[src/rtl/riscv_pkg.sv]
// Shared RISC-V front-end definitions: machine word size, NOP encoding and the
// fetch buffer entry layout.
package riscv_pkg;

    localparam int XLEN       = 32;
    localparam int INST_BYTES = 4;

    localparam logic [XLEN-1:0] NOP_INST         = 32'h0000_0013;
    localparam logic [XLEN-1:0] DEFAULT_RESET_PC = 32'h0000_0000;

    typedef struct packed {
        logic [XLEN-1:0] pc;
        logic [XLEN-1:0] inst;
    } fetch_entry_t;

    function automatic logic [XLEN-1:0] word_align(input logic [XLEN-1:0] addr);
        return addr & ~XLEN'(INST_BYTES - 1);
    endfunction

endpackage

[src/rtl/inst_fetch_if.sv]
// Fetch-stage bus bundle: instruction memory port, redirect input and the
// valid/ready hand-off to decode.
interface inst_fetch_if;
    import riscv_pkg::*;

    logic            imem_req;
    logic [XLEN-1:0] imem_addr;
    logic [XLEN-1:0] imem_rd_data;
    logic            redirect_valid;
    logic [XLEN-1:0] redirect_pc;
    logic            out_valid;
    logic            out_ready;
    logic [XLEN-1:0] out_pc;
    logic [XLEN-1:0] out_inst;

    modport master (
        output imem_req, imem_addr,
        input  imem_rd_data,
        input  redirect_valid, redirect_pc,
        output out_valid, out_pc, out_inst,
        input  out_ready
    );

    modport slave (
        input  imem_req, imem_addr,
        output imem_rd_data,
        output redirect_valid, redirect_pc,
        input  out_valid, out_pc, out_inst,
        output out_ready
    );

endinterface

[src/rtl/fetch_buffer.sv]
// Small synchronous FIFO of {pc, inst} entries between the memory response and
// decode; flush empties it in one cycle.
module fetch_buffer
    import riscv_pkg::*;
#(
    parameter  int BUF_DEPTH = 2,
    localparam int CNT_W     = $clog2(BUF_DEPTH) + 1
) (
    input  logic             clk,
    input  logic             reset,
    input  logic             push,
    input  fetch_entry_t     push_entry,
    input  logic             pop,
    input  logic             flush,
    output logic [CNT_W-1:0] count,
    output fetch_entry_t     head
);

    localparam int PTR_W = $clog2(BUF_DEPTH);

    fetch_entry_t     mem [BUF_DEPTH];
    logic [PTR_W-1:0] wr_ptr;
    logic [PTR_W-1:0] rd_ptr;

    // Pointers wrap naturally because BUF_DEPTH is a power of two.
    always_ff @(posedge clk) begin
        if (reset || flush) begin
            wr_ptr <= '0;
            rd_ptr <= '0;
            count  <= '0;
        end else begin
            if (push) wr_ptr <= wr_ptr + 1'b1;
            if (pop)  rd_ptr <= rd_ptr + 1'b1;
            case ({push, pop})
                2'b10:   count <= count + 1'b1;
                2'b01:   count <= count - 1'b1;
                default: count <= count;
            endcase
        end
    end

    always_ff @(posedge clk) begin
        if (push && !flush && !reset) mem[wr_ptr] <= push_entry;
    end

    assign head = mem[rd_ptr];

    overflow_check: assert property (@(posedge clk) disable iff (reset || flush)
        !(push && !pop && count == CNT_W'(BUF_DEPTH)));

    underflow_check: assert property (@(posedge clk) disable iff (reset || flush)
        !(pop && count == '0));

endmodule

[src/rtl/inst_fetch.sv]
// Instruction fetch stage: owns the PC, issues one-cycle-latency word reads and
// queues responses for decode; a redirect flushes everything fetched so far.
module inst_fetch
    import riscv_pkg::*;
#(
    parameter logic [XLEN-1:0] RESET_PC  = DEFAULT_RESET_PC,
    parameter int              BUF_DEPTH = 2
) (
    input  logic          clk,
    input  logic          reset,
    inst_fetch_if.master  bus
);

    localparam int CNT_W = $clog2(BUF_DEPTH) + 1;

    logic [XLEN-1:0]  pc;
    logic [XLEN-1:0]  req_pc;
    logic             inflight;
    logic [CNT_W-1:0] count;
    logic [CNT_W:0]   occupancy;
    fetch_entry_t     head;
    fetch_entry_t     push_entry;
    logic             valid;
    logic             accept;
    logic             push;
    logic             pop;
    logic             issue;

    // A redirect wins over both the pop and any response arriving this cycle.
    assign valid      = !reset && (count != '0);
    assign accept     = valid && bus.out_ready;
    assign pop        = accept && !bus.redirect_valid;
    assign push       = inflight && !bus.redirect_valid;
    assign push_entry = '{pc: req_pc, inst: bus.imem_rd_data};

    assign occupancy = {1'b0, count} + {{CNT_W{1'b0}}, inflight} - {{CNT_W{1'b0}}, accept};
    assign issue     = !reset && !bus.redirect_valid && (occupancy < (CNT_W+1)'(BUF_DEPTH));

    assign bus.imem_req  = issue;
    assign bus.imem_addr = pc;
    assign bus.out_valid = valid;
    assign bus.out_pc    = reset ? RESET_PC : (valid ? head.pc : pc);
    assign bus.out_inst  = valid ? head.inst : NOP_INST;

    always_ff @(posedge clk) begin
        if (reset) begin
            pc       <= RESET_PC;
            req_pc   <= RESET_PC;
            inflight <= 1'b0;
        end else if (bus.redirect_valid) begin
            pc       <= word_align(bus.redirect_pc);
            inflight <= 1'b0;
        end else begin
            inflight <= issue;
            if (issue) begin
                req_pc <= pc;
                pc     <= pc + XLEN'(INST_BYTES);
            end
        end
    end

    fetch_buffer #(.BUF_DEPTH(BUF_DEPTH)) u_buffer (
        .clk        (clk),
        .reset      (reset),
        .push       (push),
        .push_entry (push_entry),
        .pop        (pop),
        .flush      (bus.redirect_valid),
        .count      (count),
        .head       (head)
    );

endmodule

[src/flat_wrapper.sv]
// flat-port wrapper written by rule: the top's interface ports become plain ports
module inst_fetch_flat import riscv_pkg::*;
#(
    parameter logic [XLEN-1:0] RESET_PC  = DEFAULT_RESET_PC,
    parameter int              BUF_DEPTH = 2
)
  (clk, reset, bus_imem_req, bus_imem_addr, bus_imem_rd_data, bus_redirect_valid, bus_redirect_pc, bus_out_valid, bus_out_pc, bus_out_inst, bus_out_ready);
  inst_fetch_if bus_i ();
  input  logic clk;
  input  logic reset;
  output wire logic [$bits(bus_i.imem_req)-1:0] bus_imem_req;
  output wire logic [$bits(bus_i.imem_addr)-1:0] bus_imem_addr;
  input wire logic [$bits(bus_i.imem_rd_data)-1:0] bus_imem_rd_data;
  input wire logic [$bits(bus_i.redirect_valid)-1:0] bus_redirect_valid;
  input wire logic [$bits(bus_i.redirect_pc)-1:0] bus_redirect_pc;
  output wire logic [$bits(bus_i.out_valid)-1:0] bus_out_valid;
  output wire logic [$bits(bus_i.out_pc)-1:0] bus_out_pc;
  output wire logic [$bits(bus_i.out_inst)-1:0] bus_out_inst;
  input wire logic [$bits(bus_i.out_ready)-1:0] bus_out_ready;
  assign bus_imem_req = bus_i.imem_req;
  assign bus_imem_addr = bus_i.imem_addr;
  assign bus_i.imem_rd_data = bus_imem_rd_data;
  assign bus_i.redirect_valid = bus_redirect_valid;
  assign bus_i.redirect_pc = bus_redirect_pc;
  assign bus_out_valid = bus_i.out_valid;
  assign bus_out_pc = bus_i.out_pc;
  assign bus_out_inst = bus_i.out_inst;
  assign bus_i.out_ready = bus_out_ready;
  inst_fetch #(.RESET_PC(RESET_PC), .BUF_DEPTH(BUF_DEPTH)) u_core (.clk(clk), .reset(reset), .bus(bus_i));
endmodule
[config.mk]
export PLATFORM = sky130hd
export DESIGN_NAME = inst_fetch_flat
export DESIGN_NICKNAME = d
export VERILOG_FILES = /design/src/rtl/riscv_pkg.sv /design/src/rtl/inst_fetch_if.sv /design/src/rtl/fetch_buffer.sv /design/src/rtl/inst_fetch.sv /design/src/flat_wrapper.sv
export SDC_FILE = /design/constraint.sdc
export NUM_CORES = 1
export LEC_CHECK = 0
export ABC_AREA = 0
export BUFFER_PORTS_ARGS = -buffer_cell sky130_fd_sc_hd__buf_2
export CAP_MARGIN = 40
export CORE_UTILIZATION = 35
export DETAILED_ROUTE_END_ITERATION = 8
export PLACE_DENSITY = 0.52
export RECOVER_POWER = 50
export SLEW_MARGIN = 10
export SYNTH_ARGS = -nofsm -noshare
export SYNTH_HDL_FRONTEND = slang
export SYNTH_HIERARCHICAL = 1
export SYNTH_SLANG_ARGS = --single-unit
[constraint.sdc]
create_clock -name clk -period 10.4 [get_ports clk]
set_input_delay 2.08 -clock clk [delete_from_list [all_inputs] [get_ports clk]]
set_output_delay 2.08 -clock clk [all_outputs]
set_load 0.1 [all_outputs]
==> metrics.csv, run 1 <==
metric,value,unit
start_util,36.13,%
crit_required,8.32,ns
power_frac_comb,11.9,%
route.detailed.drc,0,
worst-path-max-fanout,49,
wirelength,21750,um
violations,"max-capacitance violations, max-slew violations",
instances_no_fill,1221,
clk_pin_slew,0.07,ns
cts_setup_buffers,0,
hold_start,u_core/req_pc[24],
die-area,25150,um2
syn_area_per_cell,11.41,um2
ant_nets,0,
viasPerCell,5.142,
swShare,28.88,%
status,"complete, but fails checks",
setup_viol,0,
finalCritPeriodShare,76.51,%
die_x,158.6,um
vdd_drop_max,0.09117,mV
max-cap-violations,3,
p_sw,497.0,uW
rsz0062_at_grt,false,
final_layout_size_suffix_gt1_share,29.71,%
max_freq,0.1257,GHz
post_cts_resized,0,
seqPwrFrac,49.8,%
worstSetupStartpointType,input port,
grt_util_all_layers,17.73,%
n_antenna_cell,0,
clock_power_share,38.3,%
reg2reg_depth,12,
tns,0,ns
final_nets,961,
core_area,23750,um2
grt_pass1_vias,5816,
syn_to_final_growth,18.84,%
reg2reg_from,u_core/u_buffer/count[1],
async_flop_share,0,%
r2r-end,u_core/bus.imem_addr[22],
drt-wirelength-per-cell,17.81,um
synth_seq_area_share,60.19,%
grt_max_degree,54,
powerDensity,168.8,nW/um2
synth-edff-count,128,
finClkSkew,0.009421,ns
synthCells,752,
io_buffers,161,
slew_violations,68,
cp-end-kind,primary output,
die-height,158.6,um
htreeDepth,4,
arrival,5.88,ns
cts_tree,yes,
ctsHoldBuffers,0,
final_area,10200,um2
drt_iter0_drc,400,
finalPower,1721,uW
overflow,0,
worstMarginPinSlew,2.720,ns
ys_ff_latch,194,
cts_buffers,17,
place_congestion,0.7619,
fillers,2347,
reg2reg_slack,6.28,ns
synth_ff_type,edfxtp_1,
intPower,1224,uW
drt_pre_antenna_iters,5,
whs_path_depth,0,
place_hpwl,13970,um
cts_sinks,194,
synth_cell_type_count,54,
row_count,56,
grt_pass1_wl,33420,um
vias,6278,
fin_crit,7.957,ns
crit_type,input port to primary output,
maxSlewHeadroom,-81.34,%
cts_buffer_depth,2,
synth.cell_area,8581,um2
p_leak,0.003747,uW
pin_count,166,
antenna_found_initial,0,
dpl_cell_area,9657,um2
min_to,u_core/u_buffer/mem[0][56],
hold_class,flip-flop to flip-flop,
yosysWarnings,6,
insertion_delay,0.43,ns
placed_cells_incl_taps,1189,
cts-root-buf,clkbuf_16,
utilization,42.93,%
hold_viol_final,0,
## power groups by stage
stage	Combinational (uW)	Sequential, uW	Clock [uW]
after floorplan	110	920	0
after global placement	207	874	0
after detailed placement	208	874	0
after CTS	208	857	675
after global routing	217	860	709
final	206	857	659
## critical path, stage by stage
cell and delay [ns]:
buf_4 0.43, nor2_2 0.07, buf_4 0.25, and2_1 0.21, ha_1 0.26, nand2b_1 0.15, fa_1 0.73, or3b_1 0.45
nand2b_2 0.21, inv_1 0.06, buf_4 0.43, buf_2 0.53
## sequential cells by signal (all words and copies together) (netlist names), named ones only
| signal | cells |
|---|---|
| u_core/u_buffer/mem | 128 |
| u_core/u_buffer/rd_ptr | 1 |
| u_core/req_pc | 30 |
| u_core/inflight | 1 |
| u_core/u_buffer/wr_ptr | 1 |
| u_core/u_buffer/count | 2 |
| u_core/bus.imem_addr | 30 |
## cells by family (layout without fill, tap and decap cells)
kind of cell	after synthesis	after routing	synth area share, %
mux	64	64	8.399
simple gates	283	283	16.49
xor+xnor	12	12	1.312
compound gates	124	124	9.055
fa+ha+maj	4	4	0.6708
flops	194	194	60.19
buf+inv	70	215	3.835
other cells	1	6	0.04370
## routing by layer
metal  GRT usage [%]  vias up  part of all wire, %
li1                -     3018                    -
met1           23.46     3041                   46
met2           29.05      208                   47
met3           4.409       11                  6.1
met4           4.167        0                 0.63
met5               0        -                    0
## per-stage QoR
stage / hold WS (ns) / worst slack (ns)
floorplan: 0.4254 / 1.075
global placement: 0.4330 / 2.390
CTS: 0.4567 / 2.362
finish: 0.4527 / 2.443
global route: 0.4681 / 2.149
detailed placement: 0.4385 / 2.374
## worst max-delay path by stage
| stage | from | endpoint | slack (ns) | depth (start not counted) |
|---|---|---|---|---|
| 6_report | reset | bus_imem_req | 2.44 | 12 |
| 5_1_grt | reset | bus_imem_req | 2.15 | 12 |
| 4_1_cts | reset | bus_imem_req | 2.36 | 12 |
| 3_3_place_gp | reset | bus_imem_req | 2.39 | 12 |
| 3_5_place_dp | reset | bus_imem_req | 2.37 | 12 |
| 2_1_floorplan | bus_redirect_valid | u_core/u_buffer/mem[0][0] | 1.07 | 4 |
## Yosys cell counts, types with 4 or more instances
cell      count  area, um2
and2_1       41      256.5
dfxtp_1      66       1321
buf_1         4      15.01
nor3_1        8      40.04
or4_1        16      120.1
o31ai_1       7      52.55
nor4_1        7      43.79
nand2_1     138      518.0
clkbuf_1     38      142.6
or2_2         4      25.02
or3_1         9      56.30
a31oi_1      12      75.07
xnor2_1       4      35.03
buf_6         6      67.56
a21oi_1      64      320.3
o211ai_1     10      75.07
nand4_1      17      106.4
nand3_1       8      40.04
nor2_1       18      67.56
edfxtp_1    128       3844
buf_2         6      30.03
mux2_2       64      720.7
a211oi_1      6      45.04
a311oi_1      8      70.07
inv_1        11      41.29
xor2_1        7      61.31
## placed cells by master, fill, tap and decap left out, types with 4 or more instances in the layout
| cell | count |
|---|---|
| a211oi_1 | 6 |
| a21oi_1 | 64 |
| a311oi_1 | 8 |
| a31oi_1 | 12 |
| and2_1 | 41 |
| buf_2 | 149 |
| buf_4 | 8 |
| clkbuf_1 | 14 |
| clkbuf_16 | 18 |
| clkinv_4 | 5 |
| conb_1 | 6 |
| dfxtp_1 | 65 |
| edfxtp_1 | 128 |
| inv_1 | 11 |
| inv_6 | 4 |
| mux2_2 | 64 |
| nand2_1 | 138 |
| nand3_1 | 8 |
| nand4_1 | 17 |
| nor2_1 | 16 |
| nor3_1 | 8 |
| nor4_1 | 7 |
| o211ai_1 | 10 |
| o31ai_1 | 7 |
| or2_2 | 4 |
| or3_1 | 9 |
| or4_1 | 16 |
| xnor2_1 | 4 |
| xor2_1 | 7 |
## final cells by class
cell class | instances | area (um2) | area share [%]
Inverter | 11 | 41.29 | 0.4049
Sequential cell | 194 | 5169 | 50.69
Clock inverter | 14 | 146.4 | 1.436
Clock buffer | 18 | 450.4 | 4.417
Multi-Input combinational cell | 493 | 3113 | 30.53
Tap cell | 319 | 399.1 | 3.914
Timing Repair Buffer | 172 | 878.3 | 8.613
Power figures use the tool's default switching activity.
==> run 2, diff against run 1 <==
==> constraint.sdc (replaced) <==
create_clock -name clk -period 7.76 [get_ports clk]
set_input_delay 1.552 -clock clk [delete_from_list [all_inputs] [get_ports clk]]
set_output_delay 1.552 -clock clk [all_outputs]
set_load 0.1 [all_outputs]
==> metrics.csv, run 2 (synthesis results as in run 1) <==
metric,value,unit
antenna_found_initial,0,
fin_crit,6.011,ns
regArea,5166,um2
worstSetupStartpointType,input port,
crit_type,input port to primary output,
cts-root-buf,clkbuf_16,
wl_met3,1120,um
die_x,158.6,um
grt_util_all_layers,17.92,%
crit_required,6.21,ns
hold_class,flip-flop to flip-flop,
cts_tree,yes,
final_nets,961,
setup_viol,0,
tns,0,ns
dpl_cell_area,9662,um2
vdd_drop_max,0.1394,mV
worstMarginPinSlew,1.884,ns
insertion_delay,0.43,ns
drt_iter0_drc,411,
finClkSkew,0.01035,ns
cp-end-kind,primary output,
cts_setup_buffers,0,
final_layout_size_suffix_gt1_share,27.27,%
core_area,23750,um2
post_cts_resized,0,
multi_input_area,3113,um2
r2r-end,u_core/bus.imem_addr[17],
die-height,158.6,um
place_congestion,0.7310,
place_hpwl,13870,um
slew_violations,97,
arrival,4.46,ns
final_area,10150,um2
violations,"max-capacitance violations, max-slew violations",
ant_nets,0,
grt_pass1_vias,5937,
wirelength,22010,um
htreeDepth,4,
wl_met2,10220,um
grt_pass1_wl,33690,um
maxSlewHeadroom,-25.60,%
row_count,56,
reg2reg_slack,3.58,ns
reg2reg_from,u_core/u_buffer/count[1],
powerDensity,221.6,nW/um2
cts_buffer_depth,2,
syn_to_final_growth,18.26,%
p_leak,0.003637,uW
route.detailed.drc,0,
viasPerCell,5.115,
vias,6245,
hold_viol_final,0,
io_buffers,161,
clk_pin_slew,0.07,ns
highest_layer,met4,
met1_length,10510,um
n_antenna_cell,0,
start_util,36.13,%
finalCritPeriodShare,77.47,%
max_freq,0.1664,GHz
drt_pre_antenna_iters,5,
worstSetupEndpoint,bus_imem_req,
reg2reg_depth,12,
final_common_cell,nand2_1,
cts_buffers,17,
grt_max_degree,55,
largest-register,u_core/u_buffer/mem,
drt-wirelength-per-cell,18.03,um
rsz0062_at_grt,false,
fillers,2293,
pin_count,166,
largest_register_ffs,128,
layout_common_cells,"nand2_1 (138), edfxtp_1 (128), buf_2 (126), dfxtp_1 (65)",
cts_sinks,194,
max-cap-violations,3,
overflow,0,
status,"complete, but fails checks",
worst-path-max-fanout,34,
die-area,25150,um2
ctsHoldBuffers,0,
whs_path_depth,0,
cp-startpoint,reset,
-- run 2: critical path: stages --
cell and delay, ns:
buf_4 0.12, nor2_2 0.09, buf_4 0.31, and2_1 0.18
ha_1 0.21, nand2b_1 0.15, fa_1 0.76, or3b_1 0.47
nand2b_2 0.22, inv_1 0.17, buf_12 0.20
-- run 2: area by class of cell --
class | count | share of cell area [%]
Clock inverter | 15 | 1.233
Timing Repair Buffer | 172 | 8.644
Multi-Input combinational cell | 493 | 30.68
Inverter | 11 | 0.4069
Tap cell | 319 | 3.933
Sequential cell | 194 | 50.91
Clock buffer | 17 | 4.192
-- run 2: where the power goes --
| part | leakage, uW | internal [uW] | switching (uW) |
|---|---|---|---|
| combinational | 0.00159 | 51.1 | 223 |
| clock | 0.000260 | 420 | 405 |
| sequential | 0.00179 | 1120 | 33.5 |
-- run 2: how the worst min path moves through the flow --
| stage | startpoint | to | slack [ns] |
|---|---|---|---|
| after floorplan | u_core/req_pc[2] | u_core/u_buffer/mem[0][34] | 0.43 |
| after global placement | u_core/req_pc[4] | u_core/u_buffer/mem[0][36] | 0.43 |
| after detailed placement | u_core/req_pc[6] | u_core/u_buffer/mem[0][38] | 0.44 |
| after CTS | u_core/req_pc[6] | u_core/u_buffer/mem[1][38] | 0.46 |
| after global routing | u_core/req_pc[24] | u_core/u_buffer/mem[0][56] | 0.46 |
| final | u_core/req_pc[5] | u_core/u_buffer/mem[1][37] | 0.46 |
-- run 2: metrics by stage --
step	total power (uW)	setup slack, ns	std cells	hold slack (ns)	utilization, %
6_report	2249	1.749	1221	0.4558	42.72
5_1_grt	2332	1.581	1221	0.4620	42.72
4_1_cts	2277	1.734	1221	0.4571	42.99
3_5_place_dp	1452	1.747	1189	0.4396	40.68
3_3_place_gp	1450	1.785	1188	0.4321	40.56
2_1_floorplan	1380	1.602	757	0.4254	-
-- run 2: per-layer routing --
| layer | up-vias | track usage [%] |
|---|---|---|
| met3 | 12 | 3.157 |
| met2 | 175 | 29.32 |
| met4 | 0 | 4.029 |
| met1 | 3043 | 24.65 |
| met5 | - | 0 |
| li1 | 3015 | - |
